$ cat src/rtl/lsu_if.sv
// Request/response and data-memory port bundle for load_store_unit.
// slave: the unit itself; master: requester plus memory side.
interface lsu_if #(
  parameter int unsigned ADDR_WIDTH = 32
);
  logic                  req_valid;
  logic                  req_ready;
  logic                  req_we;
  logic                  req_half;
  logic                  req_signed;
  logic [ADDR_WIDTH-1:0] req_addr;
  logic [31:0]           req_wdata;
  logic                  resp_valid;
  logic [31:0]           resp_data;
  logic                  resp_err;
  logic                  mem_re;
  logic                  mem_we;
  logic                  mem_rs;
  logic                  mem_ws;
  logic [ADDR_WIDTH-1:0] mem_ra;
  logic [ADDR_WIDTH-1:0] mem_wa;
  logic [31:0]           mem_wd;
  logic [31:0]           mem_rd;

  modport slave (
    input  req_valid, req_we, req_half, req_signed, req_addr, req_wdata, mem_rd,
    output req_ready, resp_valid, resp_data, resp_err,
           mem_re, mem_we, mem_rs, mem_ws, mem_ra, mem_wa, mem_wd
  );

  modport master (
    output req_valid, req_we, req_half, req_signed, req_addr, req_wdata, mem_rd,
    input  req_ready, resp_valid, resp_data, resp_err,
           mem_re, mem_we, mem_rs, mem_ws, mem_ra, mem_wa, mem_wd
  );
endinterface

$ cat src/rtl/load_store_unit.sv
// Single-outstanding load/store initiator for a word-organised data memory.
// Optional misalignment error path: define LSU_MISALIGN_CHECK_EN.
module load_store_unit #(
  parameter int unsigned ADDR_WIDTH  = 32,
  parameter int unsigned MEM_LATENCY = 1
) (
  input logic  clk,
  input logic  rst,
  lsu_if.slave bus
);

  localparam int unsigned CNT_W = 4;

  typedef enum logic [1:0] {IDLE, ACCESS, RESP} state_t;

  state_t                state_q, state_d;
  logic [CNT_W-1:0]      cnt_q, cnt_d;
  logic                  we_q, half_q, signed_q;
  logic [ADDR_WIDTH-1:0] addr_q;
  logic [31:0]           wdata_q;

  logic                  req_ready_q, resp_valid_q, resp_err_q;
  logic [31:0]           resp_data_q;
  logic                  mem_re_q, mem_we_q, mem_rs_q, mem_ws_q;
  logic [ADDR_WIDTH-1:0] mem_ra_q, mem_wa_q;
  logic [31:0]           mem_wd_q;

  logic                  req_ready_d, resp_valid_d, resp_err_d;
  logic [31:0]           resp_data_d;
  logic                  mem_re_d, mem_we_d, mem_rs_d, mem_ws_d;
  logic [ADDR_WIDTH-1:0] mem_a_d;
  logic [31:0]           mem_wd_d;

  logic                  misalign_c;
  logic [ADDR_WIDTH-1:0] addr_al_c;
  logic                  cur_we, cur_half;
  logic [ADDR_WIDTH-1:0] cur_addr;
  logic [31:0]           cur_wdata;
  logic [31:0]           load_fmt_c;

`ifdef LSU_MISALIGN_CHECK_EN
  assign misalign_c = bus.req_half ? bus.req_addr[0] : (bus.req_addr[1:0] != 2'b00);
`else
  logic unused_addr_lsb;
  assign misalign_c      = 1'b0;
  assign unused_addr_lsb = bus.req_addr[0];
`endif

  // Low address bits are dropped so the memory always sees an aligned access.
  assign addr_al_c = bus.req_half ? {bus.req_addr[ADDR_WIDTH-1:1], 1'b0}
                                  : {bus.req_addr[ADDR_WIDTH-1:2], 2'b00};

  assign load_fmt_c = !half_q   ? bus.mem_rd :
                      signed_q  ? {{16{bus.mem_rd[15]}}, bus.mem_rd[15:0]} :
                                  {16'h0000, bus.mem_rd[15:0]};

  // Next state plus next values of every registered output.
  always_comb begin
    state_d      = state_q;
    cnt_d        = cnt_q;
    cur_we       = we_q;
    cur_half     = half_q;
    cur_addr     = addr_q;
    cur_wdata    = wdata_q;
    resp_data_d  = resp_data_q;
    resp_err_d   = resp_err_q;
    if (state_q == IDLE) begin
      cur_we    = bus.req_we;
      cur_half  = bus.req_half;
      cur_addr  = addr_al_c;
      cur_wdata = bus.req_wdata;
    end

    case (state_q)
      IDLE: begin
        if (bus.req_valid) begin
          state_d = misalign_c ? RESP : ACCESS;
          cnt_d   = CNT_W'(MEM_LATENCY - 1);
        end
      end
      ACCESS: begin
        if (cnt_q == '0) state_d = RESP;
        else             cnt_d   = cnt_q - CNT_W'(1);
      end
      RESP:    state_d = IDLE;
      default: state_d = IDLE;
    endcase

    req_ready_d  = (state_d == IDLE);
    resp_valid_d = (state_d == RESP);
    mem_re_d     = (state_d == ACCESS) && !cur_we;
    mem_rs_d     = mem_re_d && cur_half;
    mem_we_d     = (state_q == IDLE) && (state_d == ACCESS) && cur_we;
    mem_ws_d     = mem_we_d && cur_half;
    mem_a_d      = (state_d == ACCESS) ? cur_addr : '0;
    mem_wd_d     = '0;
    if ((state_d == ACCESS) && cur_we)
      mem_wd_d = cur_half ? {16'h0000, cur_wdata[15:0]} : cur_wdata;

    if ((state_d == RESP) && (state_q != RESP)) begin
      resp_err_d  = (state_q == IDLE);
      resp_data_d = ((state_q == ACCESS) && !we_q) ? load_fmt_c : 32'h0;
    end
  end

  always_ff @(posedge clk) begin
    if (rst) begin
      state_q      <= IDLE;
      cnt_q        <= '0;
      we_q         <= 1'b0;
      half_q       <= 1'b0;
      signed_q     <= 1'b0;
      addr_q       <= '0;
      wdata_q      <= '0;
      req_ready_q  <= 1'b1;
      resp_valid_q <= 1'b0;
      resp_err_q   <= 1'b0;
      resp_data_q  <= '0;
      mem_re_q     <= 1'b0;
      mem_we_q     <= 1'b0;
      mem_rs_q     <= 1'b0;
      mem_ws_q     <= 1'b0;
      mem_ra_q     <= '0;
      mem_wa_q     <= '0;
      mem_wd_q     <= '0;
    end else begin
      state_q      <= state_d;
      cnt_q        <= cnt_d;
      if ((state_q == IDLE) && bus.req_valid) begin
        we_q     <= bus.req_we;
        half_q   <= bus.req_half;
        signed_q <= bus.req_signed;
        addr_q   <= addr_al_c;
        wdata_q  <= bus.req_wdata;
      end
      req_ready_q  <= req_ready_d;
      resp_valid_q <= resp_valid_d;
      resp_err_q   <= resp_err_d;
      resp_data_q  <= resp_data_d;
      mem_re_q     <= mem_re_d;
      mem_we_q     <= mem_we_d;
      mem_rs_q     <= mem_rs_d;
      mem_ws_q     <= mem_ws_d;
      mem_ra_q     <= mem_a_d;
      mem_wa_q     <= mem_a_d;
      mem_wd_q     <= mem_wd_d;
    end
  end

  assign bus.req_ready  = req_ready_q;
  assign bus.resp_valid = resp_valid_q;
  assign bus.resp_err   = resp_err_q;
  assign bus.resp_data  = resp_data_q;
  assign bus.mem_re     = mem_re_q;
  assign bus.mem_we     = mem_we_q;
  assign bus.mem_rs     = mem_rs_q;
  assign bus.mem_ws     = mem_ws_q;
  assign bus.mem_ra     = mem_ra_q;
  assign bus.mem_wa     = mem_wa_q;
  assign bus.mem_wd     = mem_wd_q;

endmodule
$ cat src/flat_wrapper.sv
// flat-port wrapper written by rule: the top's interface ports become plain ports
module load_store_unit_flat 
#(
  parameter int unsigned ADDR_WIDTH  = 32,
  parameter int unsigned MEM_LATENCY = 1
)
  (clk, rst, bus_req_valid, bus_req_we, bus_req_half, bus_req_signed, bus_req_addr, bus_req_wdata, bus_mem_rd, bus_req_ready, bus_resp_valid, bus_resp_data, bus_resp_err, bus_mem_re, bus_mem_we, bus_mem_rs, bus_mem_ws, bus_mem_ra, bus_mem_wa, bus_mem_wd);
  lsu_if #(.ADDR_WIDTH(ADDR_WIDTH)) bus_i ();
  input logic clk;
  input logic rst;
  input wire logic [$bits(bus_i.req_valid)-1:0] bus_req_valid;
  input wire logic [$bits(bus_i.req_we)-1:0] bus_req_we;
  input wire logic [$bits(bus_i.req_half)-1:0] bus_req_half;
  input wire logic [$bits(bus_i.req_signed)-1:0] bus_req_signed;
  input wire logic [$bits(bus_i.req_addr)-1:0] bus_req_addr;
  input wire logic [$bits(bus_i.req_wdata)-1:0] bus_req_wdata;
  input wire logic [$bits(bus_i.mem_rd)-1:0] bus_mem_rd;
  output wire logic [$bits(bus_i.req_ready)-1:0] bus_req_ready;
  output wire logic [$bits(bus_i.resp_valid)-1:0] bus_resp_valid;
  output wire logic [$bits(bus_i.resp_data)-1:0] bus_resp_data;
  output wire logic [$bits(bus_i.resp_err)-1:0] bus_resp_err;
  output wire logic [$bits(bus_i.mem_re)-1:0] bus_mem_re;
  output wire logic [$bits(bus_i.mem_we)-1:0] bus_mem_we;
  output wire logic [$bits(bus_i.mem_rs)-1:0] bus_mem_rs;
  output wire logic [$bits(bus_i.mem_ws)-1:0] bus_mem_ws;
  output wire logic [$bits(bus_i.mem_ra)-1:0] bus_mem_ra;
  output wire logic [$bits(bus_i.mem_wa)-1:0] bus_mem_wa;
  output wire logic [$bits(bus_i.mem_wd)-1:0] bus_mem_wd;
  assign bus_i.req_valid = bus_req_valid;
  assign bus_i.req_we = bus_req_we;
  assign bus_i.req_half = bus_req_half;
  assign bus_i.req_signed = bus_req_signed;
  assign bus_i.req_addr = bus_req_addr;
  assign bus_i.req_wdata = bus_req_wdata;
  assign bus_i.mem_rd = bus_mem_rd;
  assign bus_req_ready = bus_i.req_ready;
  assign bus_resp_valid = bus_i.resp_valid;
  assign bus_resp_data = bus_i.resp_data;
  assign bus_resp_err = bus_i.resp_err;
  assign bus_mem_re = bus_i.mem_re;
  assign bus_mem_we = bus_i.mem_we;
  assign bus_mem_rs = bus_i.mem_rs;
  assign bus_mem_ws = bus_i.mem_ws;
  assign bus_mem_ra = bus_i.mem_ra;
  assign bus_mem_wa = bus_i.mem_wa;
  assign bus_mem_wd = bus_i.mem_wd;
  load_store_unit #(.ADDR_WIDTH(ADDR_WIDTH), .MEM_LATENCY(MEM_LATENCY)) u_core (.clk(clk), .rst(rst), .bus(bus_i));
endmodule
$ cat config.mk
export PLATFORM = sky130hd
export DESIGN_NAME = load_store_unit_flat
export DESIGN_NICKNAME = d
export VERILOG_FILES = /design/src/rtl/lsu_if.sv /design/src/rtl/load_store_unit.sv /design/src/flat_wrapper.sv
export SDC_FILE = /design/constraint.sdc
export NUM_CORES = 1
export LEC_CHECK = 0
export BUFFER_PORTS_ARGS = -buffer_cell sky130_fd_sc_hd__buf_4
export CORE_UTILIZATION = 54
export CTS_CLUSTER_DIAMETER = 40
export DETAILED_ROUTE_END_ITERATION = 8
export PLACE_DENSITY = 0.83
export SLEW_MARGIN = 40
export SYNTH_ARGS = -nofsm -noshare
export SYNTH_HDL_FRONTEND = slang
export SYNTH_SLANG_ARGS = --single-unit
$ cat constraint.sdc
create_clock -name clk -period 4.54 [get_ports clk]
set_input_delay 0.454 -clock clk [delete_from_list [all_inputs] [get_ports clk]]
set_output_delay 0.454 -clock clk [all_outputs]
set_load 0.01 [all_outputs]
==> results of run 1 <==
-- layer usage --
layer / wire length [µm] / vias to the layer above
met4: 538 / 0
met2: 8090 / 223
met1: 6820 / 2826
met3: 1180 / 40
met5: 0 / -
li1: - / 2966
-- final timing paths --
kind | to | slack (ns) | cells after the start
hold reg to reg | u_core.bus.mem_wd[3]$_SDFF_PP0_ | 0.45 | 2
hold / removal | u_core.wdata_q[19]$_SDFFE_PP0P_ | 0.28 | 3
setup / recovery | u_core.bus.mem_wd[17]$_SDFF_PP0_ | 2.32 | 3
setup reg to reg | u_core.bus.mem_wd[17]$_SDFF_PP0_ | 2.32 | 3
-- metrics by stage --
step	utilization, %	setup slack [ns]	hold slack [ns]	cells	area, µm²
2_1_floorplan	-	3.08	0.436	798	6800
3_5_place_dp	68.4	2.38	0.447	1108	8280
6_report	72.6	2.32	0.283	1139	8790
3_3_place_gp	68.2	2.10	0.441	1108	8260
4_1_cts	72.6	2.33	0.263	1139	8790
5_1_grt	72.6	2.15	0.275	1139	8790
-- synthesized netlist by cell type (2+ instances only) --
cell      number  share of area, %
a21oi_2       10               1.3
or3b_1         2              0.26
o32ai_1       16               2.1
clkbuf_1      36               2.0
o21ai_0        2              0.15
nand4b_1      16               2.1
a21oi_1      123               9.1
o211ai_1      18               2.0
inv_1         22               1.2
buf_4         35               3.9
dfxtp_1      174                51
o21ai_1       16               1.2
buf_6          4              0.66
buf_2         22               1.6
nand3b_1       2              0.22
ha_1           2              0.37
mux2i_1       16               2.4
nor3_1        19               1.4
nor3b_2        2              0.37
nand2_1      228                13
nor2b_1        2              0.18
nand3_1        3              0.22
-- final cells by class --
class / instances / area, µm²
Sequential cell: 174 / 3480
Timing Repair Buffer: 240 / 1810
Inverter: 23 / 86.3
Fill cell: 1007 / 3320
Clock inverter: 8 / 42.5
Tap cell: 168 / 210
Multi-Input combinational cell: 503 / 2700
Clock buffer: 23 / 468
-- power breakdown --
| part | leakage [nW] | switching (mW) | total [mW] | internal [mW] |
|---|---|---|---|---|
| Clock | 0.256 | 0.559 | 1.28 | 0.718 |
| Sequential | 1.42 | 0.0805 | 1.74 | 1.66 |
| Combinational | 2.09 | 0.480 | 0.817 | 0.337 |
-- kinds of logic after synthesis --
family                     share of synthesized area, %
other                                            0.0552
adders and majority gates                         0.368
AOI/OAI and AO/OA                                  16.8
DFF                                                51.3
muxes                                              2.36
and+or+nand+nor                                    19.6
buffers and inverters                              9.52
-- placed cells by master, fill, tap and decap left out, types with 4 or more instances in the layout --
cell type,count
buf_4,239
nand2_1,228
dfxtp_1,174
a21oi_1,123
inv_1,22
nor3_1,19
o211ai_1,18
clkbuf_16,17
o21ai_1,16
nand4b_1,16
mux2i_1,16
o32ai_1,16
a21oi_2,10
clkinv_2,7
clkbuf_1,4
-- worst min-delay path, cell delays in order --
cell     delay (ns)
buf_4          0.11
nand2_1        0.04
a21oi_1        0.05
-- flip-flops by register name, summed over array words and instances, names as in the netlist, 2 cells and up --
name                  flops
u_core.addr_q            31
u_core.bus.mem_ra        31
u_core.bus.mem_wd        32
u_core.bus.resp_data     32
u_core.cnt_q              4
u_core.state_q            2
u_core.wdata_q           32
==> metrics, run 1 <==
slew margin rel.=about 44%; number of synthesized flops with an enable pin=0; Avg Inst Size Synth=between 8 and 9 µm²; Site Rows=40; die width=114 µm; Seq/Total Area, Yosys=51.3%; hold buffer count at CTS=0; crit-path max FO=49; fmax=450 MHz; core area=12,100 µm²; # resized after CTS=0; CP Buf/Inv Count=0; Final GP Congestion=between 0.8 and 0.9; final setup vio count=0; total power=~3.8 mW; first-pass GRT wire length=26,200 µm; Initial Utilization=56.1%; 1st-iter DRT viols=around 590; fin crit period=2.22 ns; Mapped Area=6790 µm²; Clock Sinks=approximately 170; drt first pass iters=7; DRC violation count after routing=0; Hold Path Origin=bus_req_wdata[19]; met2 usage=roughly 41%; Vias/cell=roughly 5.3; routed vias=6,055; Lkg Pwr=3.77 nW; P&R area growth vs syn=29.5%; RSZ-0062 raised after global routing=false; Startpoint Class=flop; critical path type=flop to flop; DRT antenna net count=0; CTS buffer count=17; Port Buffer Count=roughly 230; largest net degree at the start of global routing=around 100; Crit path required time=4.87 ns; max-cap viol count=0; Post-synth ARST share=0%; Die Y-Extent=114 µm; min-delay worst type=input port to flop; Routed WL per cell=14.6 µm; CP top delay family=simple AND/OR/NAND/NOR gates; Final HPWL DP=10,400 µm; initial antenna violation count=0; Critical Path End Type=flop; n_diodes=0; number of setup buffers added after CTS=0; vias in the first global route=5,519; GR met3 Demand/Resource=6.99%; worst reg2reg path startpoint=u_core.state_q[0]$_SDFF_PP0_; Cells after Synth=797; crit path launch=u_core.state_q[0]$_SDFF_PP0_; CP Data Arrival Time=2.55 ns; period utilisation layout=49.0%; CP Cell Sequence=or2_4 > a31oi_2 > nor3_1; Distinct cells, synth=a little under 50; clk slew on worst S/H paths=around 0.060 ns; final slew viol count=0; Post-synth top flop=dfxtp_1; final setup skew=0.00482 ns; TritonCTS clock tree=yes; grt peak-use layer=met2; Worst Max-Slew Pin Slew=0.838 ns; layout cells sized above 1=30.2%; GR Util met1=31.0%; top-level I/O count=between 200 and 250; setup tns final=0 ns; Slowest-stage cell, CP=dfxtp_1; Worst VDD drop=282 µV; #FFs+latches synth=174; GRT overflow=0; pwr dens=roughly 440 nW/µm²; CP max stage delay=~0.72 ns; WL final=16,600 µm; clock latency on the worst-skew pair=0.42 ns; Ys Warns=0; gr usage total=25.4%; area of the die=approximately 13,000 µm²; nets=approximately 1,100; htree depth=4; Max Buffers Root-to-Sink=2; root buf cell=clkbuf_16; status=complete, no violations; Fin. Hold Viols=0
No activity file was read; power rests on OpenSTA's default activity.
==> run 2, diff against run 1 <==
Settings changed: CORE_UTILIZATION 54 to 50, PLACE_DENSITY 0.83 to 0.78.
Clock period 4.54 ns to 2.3 ns, I/O delays scaled along.
==> metrics, run 2 (synthesis gave the netlist of run 1 again) <==
area of the die=14,100 µm² (+7.9%); slew margin rel.=53.5% (+9.4 points); CP Data Arrival Time=2.08 ns (-0.47 ns); Critical Path End Type=flop; final setup vio count=0 (unchanged); Crit path required time=2.66 ns (-2.21 ns); max-cap viol count=0 (unchanged); Site Rows=42 (+5.0%); worst slack at placement=0.584 ns (-1.80 ns); Die Y-Extent=119 µm (+3.9%); Startpoint Class=flop; DP Area=8390 µm² (+1.3%); root buf cell=clkbuf_16; layout cells sized above 1=31.6% (+1.4 points); initial antenna violation count=0 (unchanged); min-delay worst type=input port to flop; Final GP Congestion=0.766 (-5.3%); largest net degree at the start of global routing=61 (-41%); vias in the first global route=5,544 (+0.45%); hold buffer count at CTS=0 (unchanged); Worst Max-Slew Pin Slew=0.697 ns (-0.140 ns); critical path type=flop to flop; Finished Cell Area=9060 µm² (+3.0%); # resized after CTS=0 (unchanged); DRC violation count after routing=0 (unchanged); nets=1,078 (+1.4%); drt first pass iters=5 (-2); commonest non-fill, non-tap cell in the layout=buf_4; setup tns final=0 ns (unchanged); WL final=17,400 µm (+4.5%); P&R area growth vs syn=33.4%; pwr dens=919 nW/µm² (+110%); Worst VDD drop=652 µV (+130%); htree depth=4 (unchanged); GR met3 Demand/Resource=7.82% (+0.83 points); RSZ-0062 raised after global routing=false; Util after Layout=68.4% (-4.2 points); Final Hold Slack=0.0504 ns (-0.232 ns); period utilisation layout=74.7% (+26 points); core area=13,200 µm² (+9.3%); routed vias=6,033 (-0.36%); crit-path max FO=13 (-73%); Final HPWL DP=10,900 µm (+4.6%); Routed WL per cell=14.9 µm (+2.4%); n_diodes=0 (unchanged); Lkg Pwr=3.91 nW (+3.8%); TritonCTS clock tree=yes; commonest non-fill, non-tap cells in the layout=254 x buf_4, 228 x nand2_1, 174 x dfxtp_1; Fin. Hold Viols=0 (unchanged); final setup skew=0.00704 ns (+0.00223 ns); grt peak-use layer=met2; met2 usage=42.0% (+1.3 points); fin crit period=1.72 ns (-0.506 ns); top-level I/O count=237 (unchanged); final slew viol count=0 (unchanged); GRT overflow=0 (unchanged); CTS buffer count=17 (unchanged); final worst slack=0.583 ns (-1.73 ns); Max Buffers Root-to-Sink=2 (unchanged); Port Buffer Count=233 (unchanged); clock latency on the worst-skew pair=0.43 ns (about the same); die width=119 µm (+3.9%); GR Util met1=29.2% (-1.8 points); Vias/cell=5.19 (-2.4%); number of setup buffers added after CTS=0 (unchanged); 1st-iter DRT viols=471 (-21%); first-pass GRT wire length=27,600 µm (+5.3%); clk slew on worst S/H paths=0.07 ns (about the same); gr usage total=24.8% (-0.58 points); status=complete, no violations; DRT antenna net count=0 (unchanged); fmax=582 MHz (+29%); Initial Utilization=51.3% (-4.8 points); Clock Sinks=174 (unchanged)
## run 2: cell types whose count changed in the layout (fill, tap and decap cells not counted), moves of 2 or more
cell       change
bufinv_16      +6
inv_6          +2
clkbuf_1       -4
clkbuf_8       -2
clkinv_2       -3
buf_4         +15
## run 2: power by group
part           internal (mW)  leakage, nW  switching, mW  total [mW]
Sequential              3.27         1.42          0.131        3.40
Clock                   2.04        0.323           1.19        3.23
Combinational          0.711         2.17          0.988        1.70
## run 2: critical path, stage by stage, from the launching register on
cell and delay (ns):
dfxtp_1 0.34, inv_1 0.08, ha_1 0.24, nand2b_1 0.50, buf_4 0.28, o21ai_1 0.08
a21oi_1 0.13
## run 2: area by class of cell
class,instances,area [µm²]
Multi-Input combinational cell,503,2670
Clock inverter,15,241
Inverter,23,86.3
Fill cell,1120,4190
Tap cell,176,220
Timing Repair Buffer,255,1930
Sequential cell,174,3480
Clock buffer,17,425
## run 2: stage by stage
| stage | total power [mW] | cells |
|---|---|---|
| 2_1_floorplan | 4.53 | 798 |
| 3_3_place_gp | 5.14 | 1131 |
| 3_5_place_dp | 5.17 | 1131 |
| 4_1_cts | 8.39 | 1163 |
| 5_1_grt | 8.69 | 1163 |
| 6_report | 8.32 | 1163 |
## run 2: worst paths after layout
| check | depth (start not counted) | startpoint | end | slack (ns) |
|---|---|---|---|---|
| worst max-delay path | 6 | u_core.cnt_q[0]$_SDFFE_PP0P_ | u_core.bus.resp_data[7]$_SDFFE_PP0P_ | 0.58 |
| worst min register to register | 2 | u_core.addr_q[6]$_SDFFE_PP0P_ | u_core.bus.mem_ra[6]$_SDFF_PP0_ | 0.45 |
| worst max register to register | 6 | u_core.cnt_q[0]$_SDFFE_PP0P_ | u_core.bus.resp_data[7]$_SDFFE_PP0P_ | 0.58 |
| worst min-delay path | 3 | bus_req_addr[30] | u_core.addr_q[30]$_SDFFE_PP0P_ | 0.05 |
## run 2: per-layer routing
| layer | routed length [µm] | vias to the layer above | share of wire (%) |
|---|---|---|---|
| li1 | - | 2990 | - |
| met3 | 1050 | 32 | 6.0 |
| met4 | 398 | 0 | 2.3 |
| met1 | 7180 | 2833 | 41 |
| met5 | 0 | - | 0 |
| met2 | 8760 | 178 | 50 |
==> run 3, diff against run 2 <==
Clock period 2.3 ns to 1.7 ns, I/O delays scaled along.
==> metrics, run 3 (synthesis gave the netlist of run 1 again) <==
DRC violation count after routing=0 (unchanged); final setup vio count=0 (unchanged); Port Buffer Count=233 (unchanged); area of the die=14,100 µm² (unchanged); min-delay worst type=input port to flop; commonest non-fill, non-tap cells in the layout=254 x buf_4, 228 x nand2_1, 174 x dfxtp_1; Worst VDD drop=728 µV (+12%); Worst Max-Slew Pin Slew=0.681 ns (-0.0161 ns); Vias/cell=5.23 (+0.82%); Startpoint Class=flop; Site Rows=42 (unchanged); fmax=621 MHz (+6.7%); GRT overflow=0 (unchanged); number of setup buffers added after CTS=0 (unchanged); critical path type=flop to flop; vias in the first global route=6,076 (+9.6%); TritonCTS clock tree=yes; period utilisation layout=94.7% (+20 points); pwr dens=1130 nW/µm² (+23%); final slew viol count=0 (unchanged); Max Buffers Root-to-Sink=2 (unchanged); final setup skew=0.00843 ns (+0.00138 ns); Lkg Pwr=4.18 nW (+6.8%); CTS buffer count=17 (unchanged); first-pass GRT wire length=29,500 µm (+6.7%); core area=13,200 µm² (unchanged); initial antenna violation count=0 (unchanged); Clock Sinks=174 (unchanged); clock latency on the worst-skew pair=0.42 ns (about the same); Fin. Hold Viols=0 (unchanged); Critical Path End Type=flop; 1st-iter DRT viols=489 (+3.8%); root buf cell=clkbuf_16; Final GP Congestion=0.821 (+7.1%); die width=119 µm (unchanged); max-cap viol count=0 (unchanged); crit-path max FO=7 (-6); Final Hold Slack=0.0114 ns (-0.0390 ns); routed vias=6,412 (+6.3%); Die Y-Extent=119 µm (unchanged); layout cells sized above 1=29.9% (-1.7 points); n_diodes=0 (unchanged); nets=1,141 (+5.8%); slew margin rel.=54.6% (+1.1 points); status=complete, no violations; Crit path required time=1.97 ns (-0.69 ns); DRT antenna net count=0 (unchanged); CP Data Arrival Time=1.88 ns (-0.20 ns); gr usage total=26.0% (+1.2 points); P&R area growth vs syn=42.7%; htree depth=4 (unchanged); fin crit period=1.61 ns (-0.108 ns); WL final=18,400 µm (+5.8%); Routed WL per cell=15.0 µm (+0.35%); largest net degree at the start of global routing=63 (+3.3%); commonest non-fill, non-tap cell in the layout=buf_4; top-level I/O count=237 (unchanged); clk slew on worst S/H paths=0.06 ns (about the same); Final HPWL DP=11,200 µm (+2.9%); Util after Layout=73.2% (+4.8 points); Initial Utilization=51.3% (unchanged); drt first pass iters=7 (+2)
[run 3: changes by cell type in the layout (fill, tap and decap cells not counted)]
cell           delta
dlygate4sd3_1    +55
nor4bb_1          -1
clkbuf_1          +7
clkbuf_8          +4
bufinv_16         -4
buf_12            +8
clkinvlp_4        -1
inv_6             -2
clkinv_2          -4
nor4bb_2          +1
[run 3: worst paths after layout]
path                                       start                                    end  slack [ns]  depth (start not counted)
hold / removal                  bus_req_wdata[5]         u_core.wdata_q[5]$_SDFFE_PP0P_        0.01                          3
setup reg to reg    u_core.state_q[0]$_SDFF_PP0_  u_core.bus.resp_data[15]$_SDFFE_PP0P_        0.09                          4
hold reg to reg   u_core.addr_q[30]$_SDFFE_PP0P_       u_core.bus.mem_ra[30]$_SDFF_PP0_        0.45                          2
setup / recovery    u_core.state_q[0]$_SDFF_PP0_  u_core.bus.resp_data[15]$_SDFFE_PP0P_        0.09                          4
[run 3: timing repair]
| item | CTS | global route |
|---|---|---|
| hold endpoints to repair | 80 | 0 |
| resized for setup | 0 | 1 |
| endpoints found under the setup margin | 0 | 3 |
| hold buffers | 55 | 0 |
[run 3: area by class of cell]
type / count / area, µm²
fill: 1030 / 3550
clock inverter: 4 / 76.3
tap: 176 / 220
inverter: 23 / 86.3
timing repair buffer: 318 / 2640
clock buffer: 28 / 507
multi-input combinational: 503 / 2680
sequential: 174 / 3480
[run 3: routing by layer]
metal / vias to the layer above / wire length [µm] / GRT usage, % / part of all wire, %
met5: - / 0 / 0 / 0
met3: 30 / 895 / 5.84 / 4.9
met4: 0 / 400 / 10.0 / 2.2
met2: 185 / 9520 / 44.8 / 52
li1: 3119 / - / - / -
met1: 3078 / 7570 / 31.4 / 41
[run 3: where the power goes]
group	internal, mW	leakage [nW]	switching, mW
clock	2.33	0.279	1.51
sequential	4.42	1.42	0.186
combinational	1.15	2.48	1.40
total	7.90	4.18	3.09
[run 3: worst max-delay path, stage by stage (launching register included)]
cell	delay, ns
dfxtp_1	0.47
or3b_1	0.55
buf_4	0.23
o21ai_1	0.14
a21oi_1	0.08
[run 3: through the flow]
step | setup TNS (ns) | power (mW) | std cells | area, µm² | setup WS, ns
detailed placement | 0 | 7.11 | 1139 | 8550 | 0.0793
global route | -0.000707 | 11.5 | 1226 | 9690 | -0.000707
finish | 0 | 11.0 | 1226 | 9690 | 0.0906
floorplan | 0 | 6.13 | 798 | 6800 | 0.260
global placement | 0 | 7.07 | 1139 | 8550 | 0.107
CTS | 0 | 11.0 | 1226 | 9680 | 0.0708
